==> src/rtl/serial_magnitude_comparator.sv <==
// Serial unsigned magnitude comparator: captures A/B on an accepted start,
// then resolves one bit pair per clock, MSB first, and publishes a registered
// one-hot greater/equal/less result together with a one-cycle done pulse.
//
// Handshake: start is a request that is only looked at in IDLE; it is
// accepted on the edge where state is IDLE and start is high. busy is high
// for every cycle the block spends in COMPARE. done pulses for exactly one
// cycle, in the same cycle the result outputs take their new value. A start
// presented while busy is high is dropped, not queued.
module serial_magnitude_comparator #(
  parameter int WIDTH      = 8,
  parameter bit EARLY_EXIT = 1'b1
) (
  input  logic             clk,
  input  logic             rst_n,
  input  logic             start,
  input  logic [WIDTH-1:0] A,
  input  logic [WIDTH-1:0] B,
  output logic             busy,
  output logic             done,
  output logic             A_greater,
  output logic             A_equal,
  output logic             A_less
);

  // Bit index needs at least one bit even when WIDTH is 1.
  localparam int IW = (WIDTH > 1) ? $clog2(WIDTH) : 1;

  typedef enum logic {
    IDLE    = 1'b0,
    COMPARE = 1'b1
  } state_t;

  // state_q is the FSM state; probe it hierarchically when debugging.
  state_t           state_q, state_d;
  logic [WIDTH-1:0] a_sr, b_sr;
  logic [IW-1:0]    idx_q;
  logic             decided_q;
  logic             dec_gt_q;

  logic             a_bit, b_bit, bit_diff, last_bit;
  logic             load_res, res_gt, res_eq;

  // The bit under evaluation always sits at the top of the shift registers.
  assign a_bit    = a_sr[WIDTH-1];
  assign b_bit    = b_sr[WIDTH-1];
  assign bit_diff = a_bit ^ b_bit;
  assign last_bit = (idx_q == '0);
  assign busy     = (state_q == COMPARE);

  // Next-state and result decision for the current bit pair.
  always_comb begin
    state_d  = state_q;
    load_res = 1'b0;
    res_gt   = 1'b0;
    res_eq   = 1'b0;
    case (state_q)
      IDLE: begin
        if (start) state_d = COMPARE;
      end
      COMPARE: begin
        if (EARLY_EXIT) begin
          // First differing bit settles the answer; equal to the end means equal.
          if (bit_diff) begin
            load_res = 1'b1;
            res_gt   = a_bit;
          end else if (last_bit) begin
            load_res = 1'b1;
            res_eq   = 1'b1;
          end
        end else if (last_bit) begin
          // Fixed latency: answer comes from the sticky flag or the final bit.
          load_res = 1'b1;
          if (decided_q)     res_gt = dec_gt_q;
          else if (bit_diff) res_gt = a_bit;
          else               res_eq = 1'b1;
        end
        if (load_res) state_d = IDLE;
      end
      default: state_d = IDLE;
    endcase
  end

  // FSM state register.
  always_ff @(posedge clk or negedge rst_n) begin
    if (!rst_n) state_q <= IDLE;
    else        state_q <= state_d;
  end

  // Operand shift registers, bit index and sticky first-difference flag.
  always_ff @(posedge clk or negedge rst_n) begin
    if (!rst_n) begin
      a_sr      <= '0;
      b_sr      <= '0;
      idx_q     <= '0;
      decided_q <= 1'b0;
      dec_gt_q  <= 1'b0;
    end else if (state_q == IDLE) begin
      if (start) begin
        a_sr      <= A;
        b_sr      <= B;
        idx_q     <= IW'(WIDTH - 1);
        decided_q <= 1'b0;
        dec_gt_q  <= 1'b0;
      end
    end else begin
      a_sr  <= a_sr << 1;
      b_sr  <= b_sr << 1;
      idx_q <= idx_q - IW'(1);
      if (!decided_q && bit_diff) begin
        decided_q <= 1'b1;
        dec_gt_q  <= a_bit;
      end
    end
  end

  // Registered one-hot result, held until the next completion.
  always_ff @(posedge clk or negedge rst_n) begin
    if (!rst_n) begin
      done      <= 1'b0;
      A_greater <= 1'b0;
      A_equal   <= 1'b0;
      A_less    <= 1'b0;
    end else begin
      done <= load_res;
      if (load_res) begin
        A_greater <= res_gt;
        A_equal   <= res_eq;
        A_less    <= !res_gt && !res_eq;
      end
    end
  end

endmodule

==> config.mk <==
export PLATFORM = sky130hd
export DESIGN_NAME = serial_magnitude_comparator
export DESIGN_NICKNAME = d
export VERILOG_FILES = /design/src/rtl/serial_magnitude_comparator.sv
export SDC_FILE = /design/constraint.sdc
export NUM_CORES = 1
export LEC_CHECK = 0
export ABC_CLOCK_PERIOD_IN_PS = 1600
export CAP_MARGIN = 5
export CELL_PAD_IN_SITES_DETAIL_PLACEMENT = 1
export CELL_PAD_IN_SITES_GLOBAL_PLACEMENT = 1
export CORE_MARGIN = 2
export CORE_UTILIZATION = 38
export DETAILED_ROUTE_END_ITERATION = 12
export GPL_TIMING_DRIVEN = 0
export PLACE_DENSITY_LB_ADDON = 0.1
export REMOVE_ABC_BUFFERS = 1
export SLEW_MARGIN = 25
export SYNTH_ARGS = -nofsm -noshare
export SYNTH_HDL_FRONTEND = slang
export SYNTH_SLANG_ARGS = --single-unit
export TNS_END_PERCENT = 20
==> constraint.sdc <==
create_clock -name clk -period 1.6 [get_ports clk]
set_clock_uncertainty 0.15 [all_clocks]
set_input_delay 0.32 -clock clk [delete_from_list [all_inputs] [get_ports clk]]
set_output_delay 0.32 -clock clk [all_outputs]
set_load 0.03 [all_outputs]
==> results of run 1 <==
-- cells in the mapped netlist, drive strengths merged --
master and number:
mux2 1, nand3 1, nor2 2, a32o 1, nand2b 1, nand2 14, inv 7, nor2b 1
xnor2 1, buf 7, mux2i 16, a21oi 5, o21ai 16, ha 3, nor3 3, dfrtp 24
-- registers in the layout (all words and copies together), names as in the netlist --
| name | flops |
|---|---|
| a_sr | 8 |
| b_sr | 8 |
| idx_q | 3 |
| A_equal | 1 |
| A_greater | 1 |
| A_less | 1 |
| busy | 1 |
| done | 1 |
-- layer usage --
metal / vias up / global-route usage [%] / share of wire, %
met4: 0 / 5.980 / 0.43
met3: 2 / 2.232 / 4.6
met1: 393 / 18.77 / 44
met2: 16 / 26.14 / 51
li1: 394 / - / -
met5: - / 0 / 0
-- stage by stage --
| stage | power (mW) | instance area [um^2] | hold slack [ns] |
|---|---|---|---|
| floorplan | 1.645 | 1062 | -0.1256 |
| global placement | 1.909 | 1331 | 0.3136 |
| detailed placement | 1.974 | 1323 | 0.1946 |
| CTS | 2.328 | 1378 | 0.3333 |
| global route | 2.601 | 1414 | 0.3726 |
| finish | 2.375 | 1414 | 0.3472 |
-- power by group through the flow --
stage / clock [mW] / sequential [mW] / combinational [mW]
after CTS: 0.344 / 1.12 / 0.868
after global routing: 0.367 / 1.09 / 1.15
final: 0.317 / 1.05 / 1.01
after floorplan: 0 / 1.19 / 0.451
after global placement: 0 / 1.15 / 0.755
after detailed placement: 0 / 1.18 / 0.792
-- path summary, 6_finish.rpt --
| path | end | slack, ns | cells past startpoint |
|---|---|---|---|
| worst max-delay path | A_greater | 0.07 | 1 |
| worst min-delay path | idx_q[0]$_DFFE_PN0P_ | 0.35 | 1 |
| worst max register to register | A_greater$_DFFE_PN0P_ | 0.07 | 5 |
| worst min register to register | idx_q[0]$_DFFE_PN0P_ | 0.35 | 1 |
| max in group asynchronous | busy$_DFF_PN0_ | 0.52 | 2 |
| min in group asynchronous | b_sr[7]$_DFFE_PN0P_ | 0.37 | 2 |
-- repair_timing --
action | in CTS | in global routing
hold endpoints to repair | 24 | 0
pin swaps | 0 | 1
resized for setup | 7 | 7
hold buffers | 1 | 0
setup endpoints to repair | 6 | 5
setup buffers | 1 | 4
-- area by class of cell --
type / count / share of cell area [%]
Multi-Input combinational cell: 65 / 31.33
Inverter: 7 / 1.858
Clock buffer: 4 / 2.566
Tap cell: 31 / 2.743
Sequential cell: 24 / 42.74
Timing Repair Buffer: 29 / 18.76
-- kinds of logic after synthesis --
| logic type | count (synthesis) | synth area share (%) |
|---|---|---|
| AO/OA/AOI/OAI | 22 | 10.76 |
| adder cells (fa/ha/maj) | 3 | 3.398 |
| flip-flops | 24 | 54.36 |
| AND/OR/NAND/NOR | 22 | 8.607 |
| multiplexers | 17 | 15.85 |
| XOR/XNOR | 1 | 0.7929 |
| buffers and inverters | 14 | 6.229 |
==> impl_summary.txt, run 1 <==
----------------------------------------------------
[Status]
  Outcome ... finished, final reports clean

[Drt]
  Post-route ant nets ... 0
  Vias per cell ... 5.031
  Drt wl/cell ... 14.37 um
  Total number of vias ... 805
  Count of TritonRoute iterations in the first routing pass ... 4
  Number of violations reported at the end of detailed-routing iteration 0 ... 19
  Total wire length after detailed routing ... 2.299 mm
  Number of remaining DRC errors ... 0

[Pwr]
  Part of the total power dissipated in combinational logic ... 42.3%
  Power density cells ... 1680 mW/mm^2
  Cell internal power dissipation ... 1.475 mW
  Clock group share of total power ... 13.3%
  P_sw ... 0.9002 mW
  Maximum ir drop on the vdd rail ... 914.9 uV
  Static leakage ... 0.6690 nW
  Switching power share of the total ... 37.90%
  Sequential power share ... 44.3%

[Synth]
  Avg Inst Size Synth ... 10.73 um^2
  Most area-hungry cell type in the Yosys netlist ... dfrtp_1
  Number of synthesis warnings ... 0
  Number of distinct library cell variants in the gate-level netlist after synthesis ... 19
  Area share of the leading cell type in the synthesized netlist ... 54.36%
  Syn Std Cell Area ... 0.001105 mm^2
  #FFs+latches synth ... 24
  Synthesized netlist cell count ... 103
  Top cells by area in the synthesized netlist ... dfrtp_1 54%, mux2i_1 14%, o21ai_1 6.3%, nand2_1 4.8%, ha_1 3.4%
  Share of the yosys chip area belonging to registers ... 54.36%

[Layout]
  Number of antenna repair diodes ... 0
  Sequential standard cell area ... 604.3 um^2
  Most frequent standard cell in the layout excluding fill and tap cells ... dfrtp_1
  Final core utilization ... 51.27%
  Post-synthesis to final-layout area growth ... 27.97%
  Ratio of cells with drive above 1 in the final layout ... 13.95%
  Final non-filler cell total ... 160
  Highest-count cells in the layout ignoring fill and taps ... 23 x dfrtp_1, 16 x mux2i_1, 16 x clkdlybuf4s50_1, 14 x nand2_1, 14 x o21ai_1
  Number of filler instances in the final layout ... 320
  Area taken by multi-input logic gates ... 442.9 um^2
  Layout net count ... 152

[Floorplanning]
  Number of cell rows ... 19
  Effective utilization at floorplan ... 40.06%
  Full die area ... 0.003355 mm^2
  Width of the die ... 57.92 um
  Boundary pin count ... 24
  Placeable core region ... 0.002758 mm^2
  Vertical extent of the die ... 57.92 um

[STA]
  Slew margin rel. ... 62.81%
  Transition time of the tightest slew-check pin ... 0.5578 ns
  Hold Vio Cnt, Final ... 0
  Part of the cycle the worst path needs ... 95.34%
  Post-route minimum period ... 1.525 ns
  Worst setup slack after layout ... 0.07456 ns
  Final setup violation count ... 0
  RSZ-0062 raised after global routing ... false
  Final setup TNS ... 0 ns
  Max-slew violation count ... 0
  Max Clk Rate ... 655.6 MHz

[Worst setup path]
  Startpoint of the worst-slack reg-to-reg timing path ... b_sr[7]$_DFFE_PN0P_
  Kind of end point of the critical path ... output pin
  Crit path buffers/inverters ... 1
  CP Launch Point ... A_greater$_DFFE_PN0P_
  Cells along the critical path ... clkdlybuf4s15_1
  Nature of the critical path startpoint ... flip-flop
  Critical-path top delay cell ... dfrtp_1
  CP delay by family, top ... flip-flops
  Critical path class ... flip-flop to output pin
  Worst path max stage delay ... 0.41 ns
  Required time of the worst setup path ... 1.13 ns
  CP max FO ... 2
  Critical path data arrival time ... 1.06 ns

[Global route]
  Gr usage total ... 15.05%
  Pin count of the biggest net entering global routing ... 25
  Number of antenna violations at the first check in global routing ... 0
  Global-route wire length before repair ... 3.822 mm
  Number of global-route vias before repair ... 847
  Total congestion overflow ... 0

[Clock network]
  CTS tree ... yes
  Count of H-tree levels built during CTS ... 1
  Clock latency reported for the late side of the worst-skew pair ... 0.31 ns
  Clock Sink Count ... 24
  Worst-case clock buffer depth ... 2
  Register clock-pin slew on the reported worst setup and hold paths ... 0.13 ns
  Root Buffer ... clkbuf_4
  CTS Buf Count ... 3

[Placed design]
  Detailed-placement wirelength estimate ... 1.434 mm
  Placer congestion estimate ... 0.6517
  Post-placement cell count ... 150
  Number of port buffers ... 23
  Worst slack at placement ... -0.4734 ns

[Flow run]
  Max-cap check violation count ... 0

[Worst hold path]
  Hold Crit Class ... flip-flop to flip-flop
  Beginning of the worst hold path ... idx_q[0]$_DFFE_PN0P_

----------------------------------------------------
No activity file was read; power rests on OpenSTA's default activity.
==> run 2: changes to the inputs <==
CTS_CLUSTER_DIAMETER = 60   (was not set)
CTS_CLUSTER_SIZE = 25   (was not set)
==> results of run 2 <==
No change in the layout: final DEF, timing and power equal those of run 1.
